==> config.mk <==
export PLATFORM = sky130hd
export DESIGN_NAME = ysyx_25040129_lsu
export DESIGN_NICKNAME = d
export VERILOG_FILES = /design/src/rtl/ysyx_25040129_pkg.sv /design/src/rtl/ysyx_25040129_lsu_align.sv /design/src/rtl/ysyx_25040129_lsu.sv
export SDC_FILE = /design/constraint.sdc
export NUM_CORES = 1
export LEC_CHECK = 0
export CORE_MARGIN = 2
export CORE_UTILIZATION = 41
export DETAILED_ROUTE_END_ITERATION = 8
export PLACE_DENSITY = 0.71
export SLEW_MARGIN = 10
export SYNTH_ARGS = -nofsm -noshare
export SYNTH_HDL_FRONTEND = slang
export SYNTH_SLANG_ARGS = --single-unit
==> constraint.sdc <==
create_clock -name clock -period 2.85 [get_ports clock]
set_input_delay 0.57 -clock clock [delete_from_list [all_inputs] [get_ports clock]]
set_output_delay 0.57 -clock clock [all_outputs]
set_load 0.03 [all_outputs]
==> src/rtl/ysyx_25040129_pkg.sv <==
// Shared definitions for the ysyx_25040129 core's load/store path.
//   MEM_*        funct3 encodings of the RV32 load/store instructions
//   OKAY         AXI response code for a successful transfer
//   lsu_state_t  LSU sequencer states
//   mem_misaligned  true when a halfword/word access is not naturally aligned
package ysyx_25040129_pkg;

  localparam logic [2:0] MEM_LB  = 3'b000;
  localparam logic [2:0] MEM_LH  = 3'b001;
  localparam logic [2:0] MEM_LW  = 3'b010;
  localparam logic [2:0] MEM_LBU = 3'b100;
  localparam logic [2:0] MEM_LHU = 3'b101;
  localparam logic [2:0] MEM_SB  = 3'b000;
  localparam logic [2:0] MEM_SH  = 3'b001;
  localparam logic [2:0] MEM_SW  = 3'b010;

  localparam logic [1:0] OKAY = 2'b00;

  typedef enum logic [2:0] {
    IDLE,
    RD_ADDR,
    RD_DATA,
    WR_REQ,
    WR_RESP
  } lsu_state_t;

  // size is funct3[1:0]: 00 byte, 01 halfword, 10 word
  function automatic logic mem_misaligned(input logic [1:0] size, input logic [1:0] addr_lo);
    case (size)
      2'b01:   return addr_lo[0];
      2'b10:   return addr_lo != 2'b00;
      default: return 1'b0;
    endcase
  endfunction

endpackage

==> src/rtl/ysyx_25040129_lsu_align.sv <==
// Byte-lane steering for the LSU, purely combinational.
//   i_addr_lo  low two bits of the effective address
//   i_op       funct3 of the memory instruction
//   i_rdata    raw read-data word from the bus
//   i_sdata    rs2 value of a store
//   o_ldata    load result, shifted down and sign/zero extended
//   o_wdata    store data shifted onto its byte lanes
//   o_wstrb    byte enables for the store
module ysyx_25040129_lsu_align
  import ysyx_25040129_pkg::*;
(
  input  logic [1:0]  i_addr_lo,
  input  logic [2:0]  i_op,
  input  logic [31:0] i_rdata,
  input  logic [31:0] i_sdata,
  output logic [31:0] o_ldata,
  output logic [31:0] o_wdata,
  output logic [3:0]  o_wstrb
);

  logic [4:0]  w_shamt;
  logic [31:0] w_rshift;

  assign w_shamt  = {i_addr_lo, 3'b000};
  assign w_rshift = i_rdata >> w_shamt;
  assign o_wdata  = i_sdata << w_shamt;

  always_comb begin
    o_ldata = w_rshift;
    case (i_op)
      MEM_LB:  o_ldata = {{24{w_rshift[7]}}, w_rshift[7:0]};
      MEM_LH:  o_ldata = {{16{w_rshift[15]}}, w_rshift[15:0]};
      MEM_LBU: o_ldata = {24'h0, w_rshift[7:0]};
      MEM_LHU: o_ldata = {16'h0, w_rshift[15:0]};
      default: o_ldata = w_rshift;
    endcase
  end

  always_comb begin
    o_wstrb = 4'b1111;
    case (i_op[1:0])
      2'b00:   o_wstrb = 4'b0001 << i_addr_lo;
      2'b01:   o_wstrb = 4'b0011 << i_addr_lo;
      default: o_wstrb = 4'b1111;
    endcase
  end

endmodule

==> src/rtl/ysyx_25040129_lsu.sv <==
// Load/store unit between EXU and WBU of the multi-cycle RV32E core.
// Takes one instruction at a time from EXU, runs at most one AXI4-Lite
// read or write for it, and parks the result in a one-entry output
// register until WBU accepts it.
//   clock/reset          core clock, async active-low reset
//   *_from_exu/_to_exu   EXU valid/ready and instruction fields (*_in_lsu)
//   *_to_wbu/_from_wbu   WBU valid/ready and registered fields (*_out_lsu)
//   ar*/r*               read address / read data channels
//   aw*/w*/b*            write address / write data / write response channels
//
// state   | meaning
// --------+----------------------------------------------------
// IDLE    | waiting for EXU; non-memory ops complete from here
// RD_ADDR | arvalid high, waiting for arready
// RD_DATA | waiting for rvalid; rready only while output reg free
// WR_REQ  | awvalid/wvalid high until each is accepted
// WR_RESP | waiting for bvalid; bready only while output reg free
module ysyx_25040129_lsu
  import ysyx_25040129_pkg::*;
#(
  parameter int REGS_DIG = 5,
  parameter int CSR_DIG  = 12
) (
  input  logic                clock,
  input  logic                reset,
  input  logic                is_req_valid_from_exu,
  output logic                is_req_ready_to_exu,
  input  logic [REGS_DIG-1:0] rd_in_lsu,
  input  logic [31:0]         result_in_lsu,
  input  logic [31:0]         store_data_in_lsu,
  input  logic [2:0]          mem_op_in_lsu,
  input  logic                is_load_in_lsu,
  input  logic                is_store_in_lsu,
  input  logic [CSR_DIG-1:0]  csr_addr_in_lsu,
  input  logic                csr_write_in_lsu,
  input  logic                reg_write_in_lsu,
  input  logic                ebreak_in_lsu,
  output logic                is_req_valid_to_wbu,
  input  logic                is_req_ready_from_wbu,
  output logic [REGS_DIG-1:0] rd_out_lsu,
  output logic [31:0]         result_out_lsu,
  output logic [CSR_DIG-1:0]  csr_addr_out_lsu,
  output logic                csr_write_out_lsu,
  output logic                reg_write_out_lsu,
  output logic                ebreak_out_lsu,
  output logic                access_fault_out_lsu,
  output logic [31:0]         araddr,
  output logic                arvalid,
  input  logic                arready,
  output logic [2:0]          arsize,
  input  logic [31:0]         rdata,
  input  logic [1:0]          rresp,
  input  logic                rvalid,
  output logic                rready,
  output logic [31:0]         awaddr,
  output logic                awvalid,
  input  logic                awready,
  output logic [2:0]          awsize,
  output logic [31:0]         wdata,
  output logic [3:0]          wstrb,
  output logic                wvalid,
  input  logic                wready,
  input  logic [1:0]          bresp,
  input  logic                bvalid,
  output logic                bready
);

  lsu_state_t r_state;

  logic [31:0]         r_addr;
  logic [31:0]         r_sdata;
  logic [2:0]          r_op;
  logic [REGS_DIG-1:0] r_rd;
  logic [CSR_DIG-1:0]  r_csr_addr;
  logic                r_csr_write;
  logic                r_reg_write;
  logic                r_ebreak;

  logic                r_arvalid;
  logic                r_awvalid;
  logic                r_wvalid;
  logic                r_aw_done;
  logic                r_w_done;

  logic                r_out_valid;
  logic [REGS_DIG-1:0] r_out_rd;
  logic [31:0]         r_out_result;
  logic [CSR_DIG-1:0]  r_out_csr_addr;
  logic                r_out_csr_write;
  logic                r_out_reg_write;
  logic                r_out_ebreak;
  logic                r_out_fault;

  logic        w_out_free;
  logic        w_fire;
  logic        w_is_mem;
  logic        w_misalign;
  logic        w_aw_done_nx;
  logic        w_w_done_nx;
  logic        w_rd_fault;
  logic        w_wr_fault;
  logic [31:0] w_ldata;
  logic [31:0] w_wdata;
  logic [3:0]  w_wstrb;

  // The output register can take a new entry if it is empty or being drained this cycle.
  assign w_out_free          = !r_out_valid || is_req_ready_from_wbu;
  assign is_req_ready_to_exu = (r_state == IDLE) && w_out_free;
  assign w_fire              = is_req_valid_from_exu && is_req_ready_to_exu;
  assign w_is_mem            = is_load_in_lsu || is_store_in_lsu;
  assign w_misalign          = w_is_mem && mem_misaligned(mem_op_in_lsu[1:0], result_in_lsu[1:0]);
  assign w_aw_done_nx        = r_aw_done || (r_awvalid && awready);
  assign w_w_done_nx         = r_w_done || (r_wvalid && wready);
  assign w_rd_fault          = rresp != OKAY;
  assign w_wr_fault          = bresp != OKAY;

  ysyx_25040129_lsu_align u_align (
    .i_addr_lo (r_addr[1:0]),
    .i_op      (r_op),
    .i_rdata   (rdata),
    .i_sdata   (r_sdata),
    .o_ldata   (w_ldata),
    .o_wdata   (w_wdata),
    .o_wstrb   (w_wstrb)
  );

  always_ff @(posedge clock or negedge reset) begin
    if (!reset) begin
      r_state         <= IDLE;
      r_addr          <= '0;
      r_sdata         <= '0;
      r_op            <= '0;
      r_rd            <= '0;
      r_csr_addr      <= '0;
      r_csr_write     <= 1'b0;
      r_reg_write     <= 1'b0;
      r_ebreak        <= 1'b0;
      r_arvalid       <= 1'b0;
      r_awvalid       <= 1'b0;
      r_wvalid        <= 1'b0;
      r_aw_done       <= 1'b0;
      r_w_done        <= 1'b0;
      r_out_valid     <= 1'b0;
      r_out_rd        <= '0;
      r_out_result    <= '0;
      r_out_csr_addr  <= '0;
      r_out_csr_write <= 1'b0;
      r_out_reg_write <= 1'b0;
      r_out_ebreak    <= 1'b0;
      r_out_fault     <= 1'b0;
    end else begin
      // WBU draining; any completion below overrides this with a new entry.
      if (r_out_valid && is_req_ready_from_wbu) r_out_valid <= 1'b0;

      case (r_state)
        IDLE: begin
          if (w_fire) begin
            r_addr      <= result_in_lsu;
            r_sdata     <= store_data_in_lsu;
            r_op        <= mem_op_in_lsu;
            r_rd        <= rd_in_lsu;
            r_csr_addr  <= csr_addr_in_lsu;
            r_csr_write <= csr_write_in_lsu;
            r_reg_write <= reg_write_in_lsu;
            r_ebreak    <= ebreak_in_lsu;
            if (w_is_mem && !w_misalign) begin
              if (is_load_in_lsu) begin
                r_state   <= RD_ADDR;
                r_arvalid <= 1'b1;
              end else begin
                r_state   <= WR_REQ;
                r_awvalid <= 1'b1;
                r_wvalid  <= 1'b1;
                r_aw_done <= 1'b0;
                r_w_done  <= 1'b0;
              end
            end else begin
              // Passthrough, or a misaligned access that never reaches the bus.
              r_out_valid     <= 1'b1;
              r_out_rd        <= rd_in_lsu;
              r_out_result    <= result_in_lsu;
              r_out_csr_addr  <= csr_addr_in_lsu;
              r_out_csr_write <= csr_write_in_lsu && !w_misalign;
              r_out_reg_write <= reg_write_in_lsu && !w_misalign;
              r_out_ebreak    <= ebreak_in_lsu;
              r_out_fault     <= w_misalign;
            end
          end
        end

        RD_ADDR: begin
          if (arready) begin
            r_arvalid <= 1'b0;
            r_state   <= RD_DATA;
          end
        end

        RD_DATA: begin
          if (rvalid && w_out_free) begin
            r_state         <= IDLE;
            r_out_valid     <= 1'b1;
            r_out_rd        <= r_rd;
            r_out_result    <= w_ldata;
            r_out_csr_addr  <= r_csr_addr;
            r_out_csr_write <= r_csr_write && !w_rd_fault;
            r_out_reg_write <= r_reg_write && !w_rd_fault;
            r_out_ebreak    <= r_ebreak;
            r_out_fault     <= w_rd_fault;
          end
        end

        WR_REQ: begin
          if (r_awvalid && awready) begin
            r_awvalid <= 1'b0;
            r_aw_done <= 1'b1;
          end
          if (r_wvalid && wready) begin
            r_wvalid <= 1'b0;
            r_w_done <= 1'b1;
          end
          if (w_aw_done_nx && w_w_done_nx) r_state <= WR_RESP;
        end

        WR_RESP: begin
          if (bvalid && w_out_free) begin
            r_state         <= IDLE;
            r_out_valid     <= 1'b1;
            r_out_rd        <= r_rd;
            r_out_result    <= r_addr;
            r_out_csr_addr  <= r_csr_addr;
            r_out_csr_write <= r_csr_write && !w_wr_fault;
            r_out_reg_write <= r_reg_write && !w_wr_fault;
            r_out_ebreak    <= r_ebreak;
            r_out_fault     <= w_wr_fault;
          end
        end

        default: r_state <= IDLE;
      endcase
    end
  end

  // Response-side readies are decoded so they fall the same cycle the output register fills.
  assign rready  = (r_state == RD_DATA) && w_out_free;
  assign bready  = (r_state == WR_RESP) && w_out_free;

  assign araddr  = r_addr;
  assign arvalid = r_arvalid;
  assign arsize  = {1'b0, r_op[1:0]};
  assign awaddr  = r_addr;
  assign awvalid = r_awvalid;
  assign awsize  = {1'b0, r_op[1:0]};
  assign wvalid  = r_wvalid;
  assign wdata   = w_wdata;
  assign wstrb   = r_wvalid ? w_wstrb : 4'b0000;

  assign is_req_valid_to_wbu  = r_out_valid;
  assign rd_out_lsu           = r_out_rd;
  assign result_out_lsu       = r_out_result;
  assign csr_addr_out_lsu     = r_out_csr_addr;
  assign csr_write_out_lsu    = r_out_csr_write;
  assign reg_write_out_lsu    = r_out_reg_write;
  assign ebreak_out_lsu       = r_out_ebreak;
  assign access_fault_out_lsu = r_out_fault;

endmodule

==> results.sh, run 1 <==
export IMPL_fin_util_pct=59.7
export IMPL_busiest_layer="met2"
export IMPL_antennaDiodeCount=0
export IMPL_drt_total_wl_um=26000
export IMPL_coreArea_mm2=0.0202
export IMPL_critical_path_max_stage_delay_ns=0.68
export IMPL_io_pins=300
export IMPL_row_count=52
export IMPL_first_iter_violations=490
export IMPL_layout_commonest_cell="clkdlybuf4s50_1"
export IMPL_syn_cell_area_mm2=0.00843
export IMPL_grt_max_degree=69
export IMPL_syn_inst=717
export IMPL_grt_pass1_vias=6965
export IMPL_cts_max_path_buffers=2
export IMPL_via_per_inst=5.46
export IMPL_yosys_register_bits=149
export IMPL_dp_cells=1222
export IMPL_cts_tree="built"
export IMPL_syn_avg_cell_area_um2=11.8
export IMPL_ys_warn_count=0
export IMPL_yosysTopAreaCell="dfrtp_1"
export IMPL_post_route_drc_count=0
export IMPL_worst_pin_slew_ns=1.11
export IMPL_port_buffers=297
export IMPL_hold_viol=0
export IMPL_crit_path_cell_trace="or3_1 -> nor2_1 -> clkdlybuf4s50_1"
export IMPL_fmax_ghz=0.362
export IMPL_crit_arrival_ns=2.20
export IMPL_p_leak_nw=5.14
export IMPL_fin_tns_setup_ns=0
export IMPL_finalCriticalPeriod_ns=2.77
export IMPL_fillCellCount=1691
export IMPL_postRouteAntennaNets=0
export IMPL_endpoint_kind="output pin"
export IMPL_whs_ns=0.124
export IMPL_power_density_mw_per_mm2=1480
export IMPL_die_area_mm2=0.0217
export IMPL_drv_cap=0
export IMPL_antenna_found_initial=0
export IMPL_synthDominantCellAreaShare_pct=44.2
export IMPL_cts_sinks=149
export IMPL_clk_pin_slew_worst_paths_ns=0.06
export IMPL_use_met2_pct=39.3
export IMPL_synth_cell_types=60
export IMPL_wl_per_cell_um=20.7
export IMPL_grt_remaining_overflow=0
export IMPL_grtUsageMet3_pct=5.93
export IMPL_syn2layout_area_growth_pct=43.3
export IMPL_critical_path_class="reg -> out"
export IMPL_htreeDepth=4
export IMPL_cp_start_kind="flop"
export IMPL_maxSlewViolCount=0
export IMPL_relSlewSlack_pct=26.0
export IMPL_fin_cells=1255
export IMPL_worst_path_max_delay_cell="clkdlybuf4s50_1"
export IMPL_finalWeightedCongestion=0.866
export IMPL_period_share_pct=97.0
export IMPL_async_flop_share_pct=100
export IMPL_insertion_delay_ns=0.43
export IMPL_die_width_um=147
export IMPL_hold_class="in -> async"
export IMPL_ir_worst_vdd_uv=958
export IMPL_drive_gt1_share_pct=24.8
export IMPL_rsz0062_at_grt="no"
export IMPL_num_vias=6849
export IMPL_crit_fanout=12
export IMPL_p_total_mw=17.9
export IMPL_ys_top_cells_by_area="dfrtp_1 (44%), mux2_2 (15%), mux2_4 (5.0%)"
export IMPL_die_h_um=147
export IMPL_critPathRequiredTime_ns=2.28
export IMPL_status="completed"
export IMPL_met1_usage_pct=31.9
export IMPL_root_buffer="clkbuf_16"
export IMPL_drtPass1Iterations=5
export IMPL_synth_edf_count=0
export IMPL_hold_buffers=0
export IMPL_finalClockSkew_ns=0.00991
export IMPL_grt_usage_pct=24.1
export IMPL_yosysSeqAreaShare_pct=44.2
export IMPL_ys_flop_type="dfrtp_1"
export IMPL_start_util_pct=41.7
export IMPL_setup_violations=0
export IMPL_layout_common_cells="clkdlybuf4s50_1 (270), dfrtp_1 (146), mux2_2 (113)"
export IMPL_dp_final_hpwl_um=19000
export IMPL_layout_nets=1108
export IMPL_grt_pass1_wl_um=40200
export IMPL_cts_buffers=17
[synth_stat cells (2+ instances only)]
| cell type | instances |
|---|---|
| nor2b_1 | 16 |
| a22o_1 | 21 |
| buf_4 | 41 |
| mux2_4 | 28 |
| or3b_1 | 2 |
| a32o_1 | 2 |
| buf_6 | 6 |
| a2bb2oi_1 | 17 |
| dfrtp_1 | 149 |
| a221o_1 | 5 |
| mux2i_1 | 34 |
| or2_2 | 3 |
| a222oi_1 | 12 |
| ha_1 | 2 |
| a22oi_1 | 7 |
| inv_1 | 14 |
| a21o_1 | 4 |
| or3_1 | 3 |
| nand2b_1 | 2 |
| clkbuf_1 | 20 |
| nand2_1 | 22 |
| mux2_2 | 113 |
| o2bb2ai_1 | 4 |
| o21ai_0 | 30 |
| nor3_1 | 11 |
| mux4_2 | 5 |
| a31oi_1 | 3 |
| and3_1 | 2 |
| and2_1 | 9 |
| o211a_1 | 3 |
| nor2_1 | 30 |
| buf_2 | 22 |
| nand3b_1 | 3 |
| o21a_1 | 3 |
| nand3_1 | 4 |
| a211oi_1 | 9 |
| a221oi_1 | 3 |
| buf_12 | 3 |
| a21oi_1 | 27 |
| o31ai_1 | 2 |
| nor3b_4 | 2 |
[layer usage]
metal  up-vias  share of wire [%]
li1       3117                  -
met1      3414                 43
met2       288                 48
met3        30                7.2
met4         0                1.9
met5         -                  0
[power by group]
| part | switching, mW | internal [mW] |
|---|---|---|
| clock | 0.961 | 1.39 |
| sequential | 1.05 | 3.25 |
| combinational | 5.90 | 5.31 |
[sequential cells by signal, indices dropped and copies added (netlist names), 3 cells and up]
register,flops
rd_out_lsu,5
r_op,3
csr_addr_out_lsu,12
result_out_lsu,32
r_sdata,32
r_state,3
araddr,32
r_rd,5
r_csr_addr,12
[logic make-up after synthesis]
group	Yosys count	share of synthesized area (%)
buffers and inverters	107	8.03
AOI/OAI and AO/OA	158	13.7
and+or+nand+nor	119	8.10
xor gates and xnor gates	1	0.104
other	1	0.0445
adders and majority gates	2	0.297
muxes	180	25.5
DFF	149	44.2
[metrics by stage]
step                worst slack, ns  area (um^2)
floorplan                    0.0263         8430
global placement              0.100        11400
detailed placement           0.0992        11400
CTS                          0.0429        12100
global route                0.00530        12100
finish                       0.0845        12100
[critical path: cells and delay by family (launching register included)]
family / cells / cell delay, ns
DFF: 1 / 0.49
buffers and inverters: 1 / 0.68
and+or+nand+nor: 2 / 0.60
[area by class of cell]
cell class	instances	area, um^2	share of cell area (%)
flip-flops and latches	149	3740	30.9
well taps	270	338	2.80
repair buffers	328	3290	27.2
inverters	14	52.6	0.435
clock inverters	13	173	1.43
clock buffers	19	433	3.58
multi-input cells	462	4060	33.6
[what timing repair did]
item | CTS | global route
setup buffers | 1 | 0
pin swaps | 0 | 0
gates resized for setup | 5 | 8
endpoints found under the setup margin | 17 | 15
gates cloned | 0 | 0
[worst paths after layout]
check,from,to,slack [ns],cells after the start
max,r_state[1],is_req_ready_to_exu,0.08,3
min,reset,result_out_lsu[3],0.12,1
max reg2reg,araddr[0],result_out_lsu[12],0.28,8
min reg2reg,r_w_done,r_w_done,0.49,1
max in group asynchronous,reset,araddr[12],1.94,2
min in group clock,r_w_done,r_w_done,0.49,1
Note: power is estimated with default switching activity, not from simulation.
==> inputs of run 2 (changes only) <==
Settings changed: SLEW_MARGIN 10 to 20.
Clock period 2.85 ns to 2.65 ns, I/O delays scaled along.
==> results.sh, run 2 (same netlist as run 1, synthesis figures left out) <==
export IMPL_status="completed"
export IMPL_p_leak_nw=5.17
export IMPL_drt_total_wl_um=26400
export IMPL_crit_arrival_ns=2.03
export IMPL_wl_per_cell_um=20.9
export IMPL_grt_pass1_wl_um=40700
export IMPL_via_per_inst=5.42
export IMPL_io_pins=300
export IMPL_htreeDepth=4
export IMPL_setup_violations=0
export IMPL_num_vias=6859
export IMPL_antenna_found_initial=1
export IMPL_cts_tree="built"
export IMPL_worst_pin_slew_ns=0.583
export IMPL_cp_start_kind="flop"
export IMPL_start_util_pct=41.7
export IMPL_insertion_delay_ns=0.42
export IMPL_drtPass1Iterations=4
export IMPL_dp_cells=1232
export IMPL_grt_remaining_overflow=0
export IMPL_drive_gt1_share_pct=27.6
export IMPL_syn2layout_area_growth_pct=44.8
export IMPL_maxSlewViolCount=0
export IMPL_layout_nets=1119
export IMPL_die_area_mm2=0.0217
export IMPL_grt_pass1_vias=7029
export IMPL_coreArea_mm2=0.0202
export IMPL_ir_worst_vdd_uv=1040
export IMPL_finalWeightedCongestion=0.838
export IMPL_antennaDiodeCount=0
export IMPL_power_density_mw_per_mm2=1590
export IMPL_critPathRequiredTime_ns=2.12
export IMPL_layout_commonest_cell="clkdlybuf4s50_1"
export IMPL_port_buffers=297
export IMPL_die_width_um=147
export IMPL_hold_viol=0
export IMPL_cts_buffers=17
export IMPL_finalClockSkew_ns=0.00667
export IMPL_row_count=52
export IMPL_grt_usage_pct=24.2
export IMPL_layout_common_cells="clkdlybuf4s50_1 (266), dfrtp_1 (145), mux2_2 (113)"
export IMPL_fillCellCount=1668
export IMPL_post_route_drc_count=0
export IMPL_clk_pin_slew_worst_paths_ns=0.06
export IMPL_relSlewSlack_pct=60.8
export IMPL_crit_fanout=12
export IMPL_fin_cells=1266
export IMPL_root_buffer="clkbuf_16"
export IMPL_grt_max_degree=73
export IMPL_endpoint_kind="output pin"
export IMPL_whs_ns=0.0814
export IMPL_critical_path_class="reg -> out"
export IMPL_finalCriticalPeriod_ns=2.56
export IMPL_hold_class="in -> async"
export IMPL_cts_max_path_buffers=2
export IMPL_cts_sinks=149
export IMPL_dp_final_hpwl_um=19400
export IMPL_die_h_um=147
export IMPL_postRouteAntennaNets=0
export IMPL_fmax_ghz=0.390
export IMPL_drv_cap=0
export IMPL_period_share_pct=96.8
export IMPL_rsz0062_at_grt="no"
export IMPL_first_iter_violations=412
## run 2: cell types whose count changed in the layout (fill, tap and decap cells not counted), moves of 4 or more
cell	delta
o21ai_2	+6
buf_4	+14
o21ai_1	-6
nor2_2	+4
clkdlybuf4s50_1	-4
dlymetal6s2s_1	-5
## run 2: what timing repair did
item,CTS,global route
buffers inserted,1,1
setup endpoints to repair,30,23
hold endpoints to repair,0,0
gates resized for setup,5,3
hold buffers,0,0
## run 2: worst max-delay path, cell delays in order (launching register included)
cell	delay (ns)
dfrtp_1	0.49
buf_4	0.24
or3b_1	0.50
nor2_2	0.22
buf_12	0.15
## run 2: worst paths after layout
path / from / end / slack, ns / depth (start not counted)
max: r_state[2] / rready / 0.09 / 4
min: reset / araddr[7] / 0.08 / 1
max reg2reg: araddr[0] / result_out_lsu[23] / 0.21 / 8
min reg2reg: r_rd[3] / r_rd[3] / 0.50 / 1
max in group asynchronous: reset / araddr[14] / 1.91 / 2
min in group clock: r_rd[3] / r_rd[3] / 0.50 / 1
## run 2: per-stage QoR
stage | setup WS [ns] | TNS [ns] | area [um^2] | power (mW) | utilization [%]
floorplan | -0.0543 | -0.214 | 8470 | 12.7 | -
finish | 0.0858 | 0 | 12200 | 19.4 | 60.3
detailed placement | -0.0132 | -0.0228 | 11600 | 16.9 | 57.1
global route | 0.0131 | 0 | 12200 | 20.4 | 60.3
CTS | 0.00852 | 0 | 12200 | 19.5 | 60.2
global placement | 0.0145 | 0 | 11600 | 16.8 | 57.1
## run 2: power breakdown
| group | switching [mW] | internal (mW) | total (mW) |
|---|---|---|---|
| logic | 6.47 | 5.86 | 12.3 |
| clock network | 1.01 | 1.50 | 2.51 |
| registers | 1.09 | 3.49 | 4.58 |
| total | 8.58 | 10.9 | 19.4 |
## run 2: layout make-up
type / instances / area [um^2] / area share, %
flip-flops and latches: 149 / 3740 / 30.6
repair buffers: 339 / 3380 / 27.7
multi-input cells: 462 / 4090 / 33.5
inverters: 14 / 52.6 / 0.431
well taps: 270 / 338 / 2.77
clock buffers: 19 / 433 / 3.55
clock inverters: 13 / 173 / 1.41
## run 2: routing by layer
metal	GRT usage, %	wire, um
met5	0	13
met4	5.43	381
met3	7.10	2190
met2	40.5	12800
met1	31.3	11000
==> inputs of run 3 (changes only) <==
Settings changed: CORE_UTILIZATION 41 to 45, PLACE_DENSITY 0.71 to 0.77.
==> results.sh, run 3 (same netlist as run 1, synthesis figures left out) <==
export IMPL_port_buffers=297
export IMPL_start_util_pct=45.5
export IMPL_layout_commonest_cell="clkdlybuf4s50_1"
export IMPL_critPathRequiredTime_ns=2.12
export IMPL_dp_final_hpwl_um=19200
export IMPL_cts_tree="built"
export IMPL_endpoint_kind="output pin"
export IMPL_crit_arrival_ns=2.05
export IMPL_num_vias=6891
export IMPL_relSlewSlack_pct=54.4
export IMPL_status="completed"
export IMPL_reg2reg_depth=8
export IMPL_final_cell_area_mm2=0.0122
export IMPL_clk_pin_slew_worst_paths_ns=0.06
export IMPL_cp_start_kind="flop"
export IMPL_antenna_found_initial=1
export IMPL_place_area_mm2=0.0115
export IMPL_maxSlewViolCount=0
export IMPL_finalClockSkew_ns=0.00993
export IMPL_via_per_inst=5.60
export IMPL_htreeDepth=4
export IMPL_hold_viol=0
export IMPL_die_width_um=141
export IMPL_grt_pass1_wl_um=40400
export IMPL_die_h_um=141
export IMPL_fmax_ghz=0.388
export IMPL_syn2layout_area_growth_pct=44.5
export IMPL_cts_buffers=17
export IMPL_grt_pass1_vias=7037
export IMPL_drv_cap=0
export IMPL_layout_common_cells="clkdlybuf4s50_1 (262), dfrtp_1 (145), mux2_2 (113)"
export IMPL_first_iter_violations=543
export IMPL_layout_nets=1119
export IMPL_insertion_delay_ns=0.42
export IMPL_dp_cells=1196
export IMPL_setup_violations=0
export IMPL_drt_total_wl_um=25800
export IMPL_p_leak_nw=5.23
export IMPL_rr_startpoint="araddr[0]"
export IMPL_grt_usage_pct=26.2
export IMPL_coreArea_mm2=0.0185
export IMPL_row_count=50
export IMPL_io_pins=300
export IMPL_cts_max_path_buffers=2
export IMPL_pre_cts_ws_ns=-0.0397
export IMPL_crit_reg2reg_capture="result_out_lsu[21]"
export IMPL_finalCriticalPeriod_ns=2.58
export IMPL_period_share_pct=97.4
export IMPL_root_buffer="clkbuf_16"
export IMPL_whs_ns=0.0372
export IMPL_worst_pin_slew_ns=0.683
export IMPL_wl_per_cell_um=20.9
export IMPL_grt_remaining_overflow=0
export IMPL_cts_sinks=149
export IMPL_grt_max_degree=49
export IMPL_postRouteAntennaNets=0
export IMPL_fin_cells=1231
export IMPL_setup_ws_ns=0.0701
export IMPL_die_area_mm2=0.0198
export IMPL_hold_class="in -> async"
export IMPL_reg2reg_setup_slack_ns=0.22
export IMPL_crit_fanout=15
export IMPL_post_route_drc_count=0
export IMPL_critical_path_class="reg -> out"
export IMPL_drtPass1Iterations=5
export IMPL_rsz0062_at_grt="no"
export IMPL_ir_worst_vdd_uv=884
export IMPL_power_density_mw_per_mm2=1590
export IMPL_fin_tns_setup_ns=0
export IMPL_finalWeightedCongestion=0.962
export IMPL_cp_startpoint="r_state[1]"
export IMPL_drive_gt1_share_pct=27.7
[run 3: layer usage]
metal  vias to the layer above  track usage [%]  wire length [um]
met5                         -                0                 0
met4                         0             7.95               551
met3                        38             6.56              2050
met2                       317             44.5             12700
met1                      3406             33.1             10500
li1                       3130                -                 -
[run 3: how the worst max path moves through the flow]
stage | endpoint | slack [ns] | cells past startpoint
after floorplan | wdata[17] | -0.05 | 7
after global routing | wstrb[3] | 0.005 | 4
after CTS | wstrb[2] | 0.01 | 5
after detailed placement | result_out_lsu[15] | -0.04 | 8
final | rready | 0.07 | 4
after global placement | ebreak_out_lsu | 0.02 | 8
[run 3: through the flow]
step                      power, mW  util (%)
after floorplan                12.7         -
after global placement         16.6      62.2
after detailed placement       16.8      62.2
after CTS                      19.5      65.6
after global routing           20.4      65.7
final                          19.4      65.8
[run 3: where the power goes]
part	switching (mW)	leakage, nW	internal [mW]	total [mW]
clock	0.994	0.294	1.53	2.52
combinational	6.43	3.19	5.83	12.3
sequential	1.12	1.75	3.50	4.61
[run 3: critical path, cell delays in order (launching register included)]
cell	delay (ns)
dfrtp_2	0.49
buf_4	0.26
or3b_1	0.53
nor2_2	0.22
buf_12	0.14
[run 3: final cells by class]
cell class,count,area (um^2)
tap,234,293
multi-input combinational,462,4090
sequential,149,3740
timing repair buffer,339,3380
clock inverter,12,169
inverter,14,52.6
antenna,1,2.50
clock buffer,20,447
fill,1448,6340
[run 3: repair_timing]
item / 4_1_cts / 5_1_grt
setup endpoints to repair: 15 / 17
setup buffers: 1 / 1
pin swaps: 0 / 0
gates resized for setup: 4 / 8
hold buffers: 0 / 0
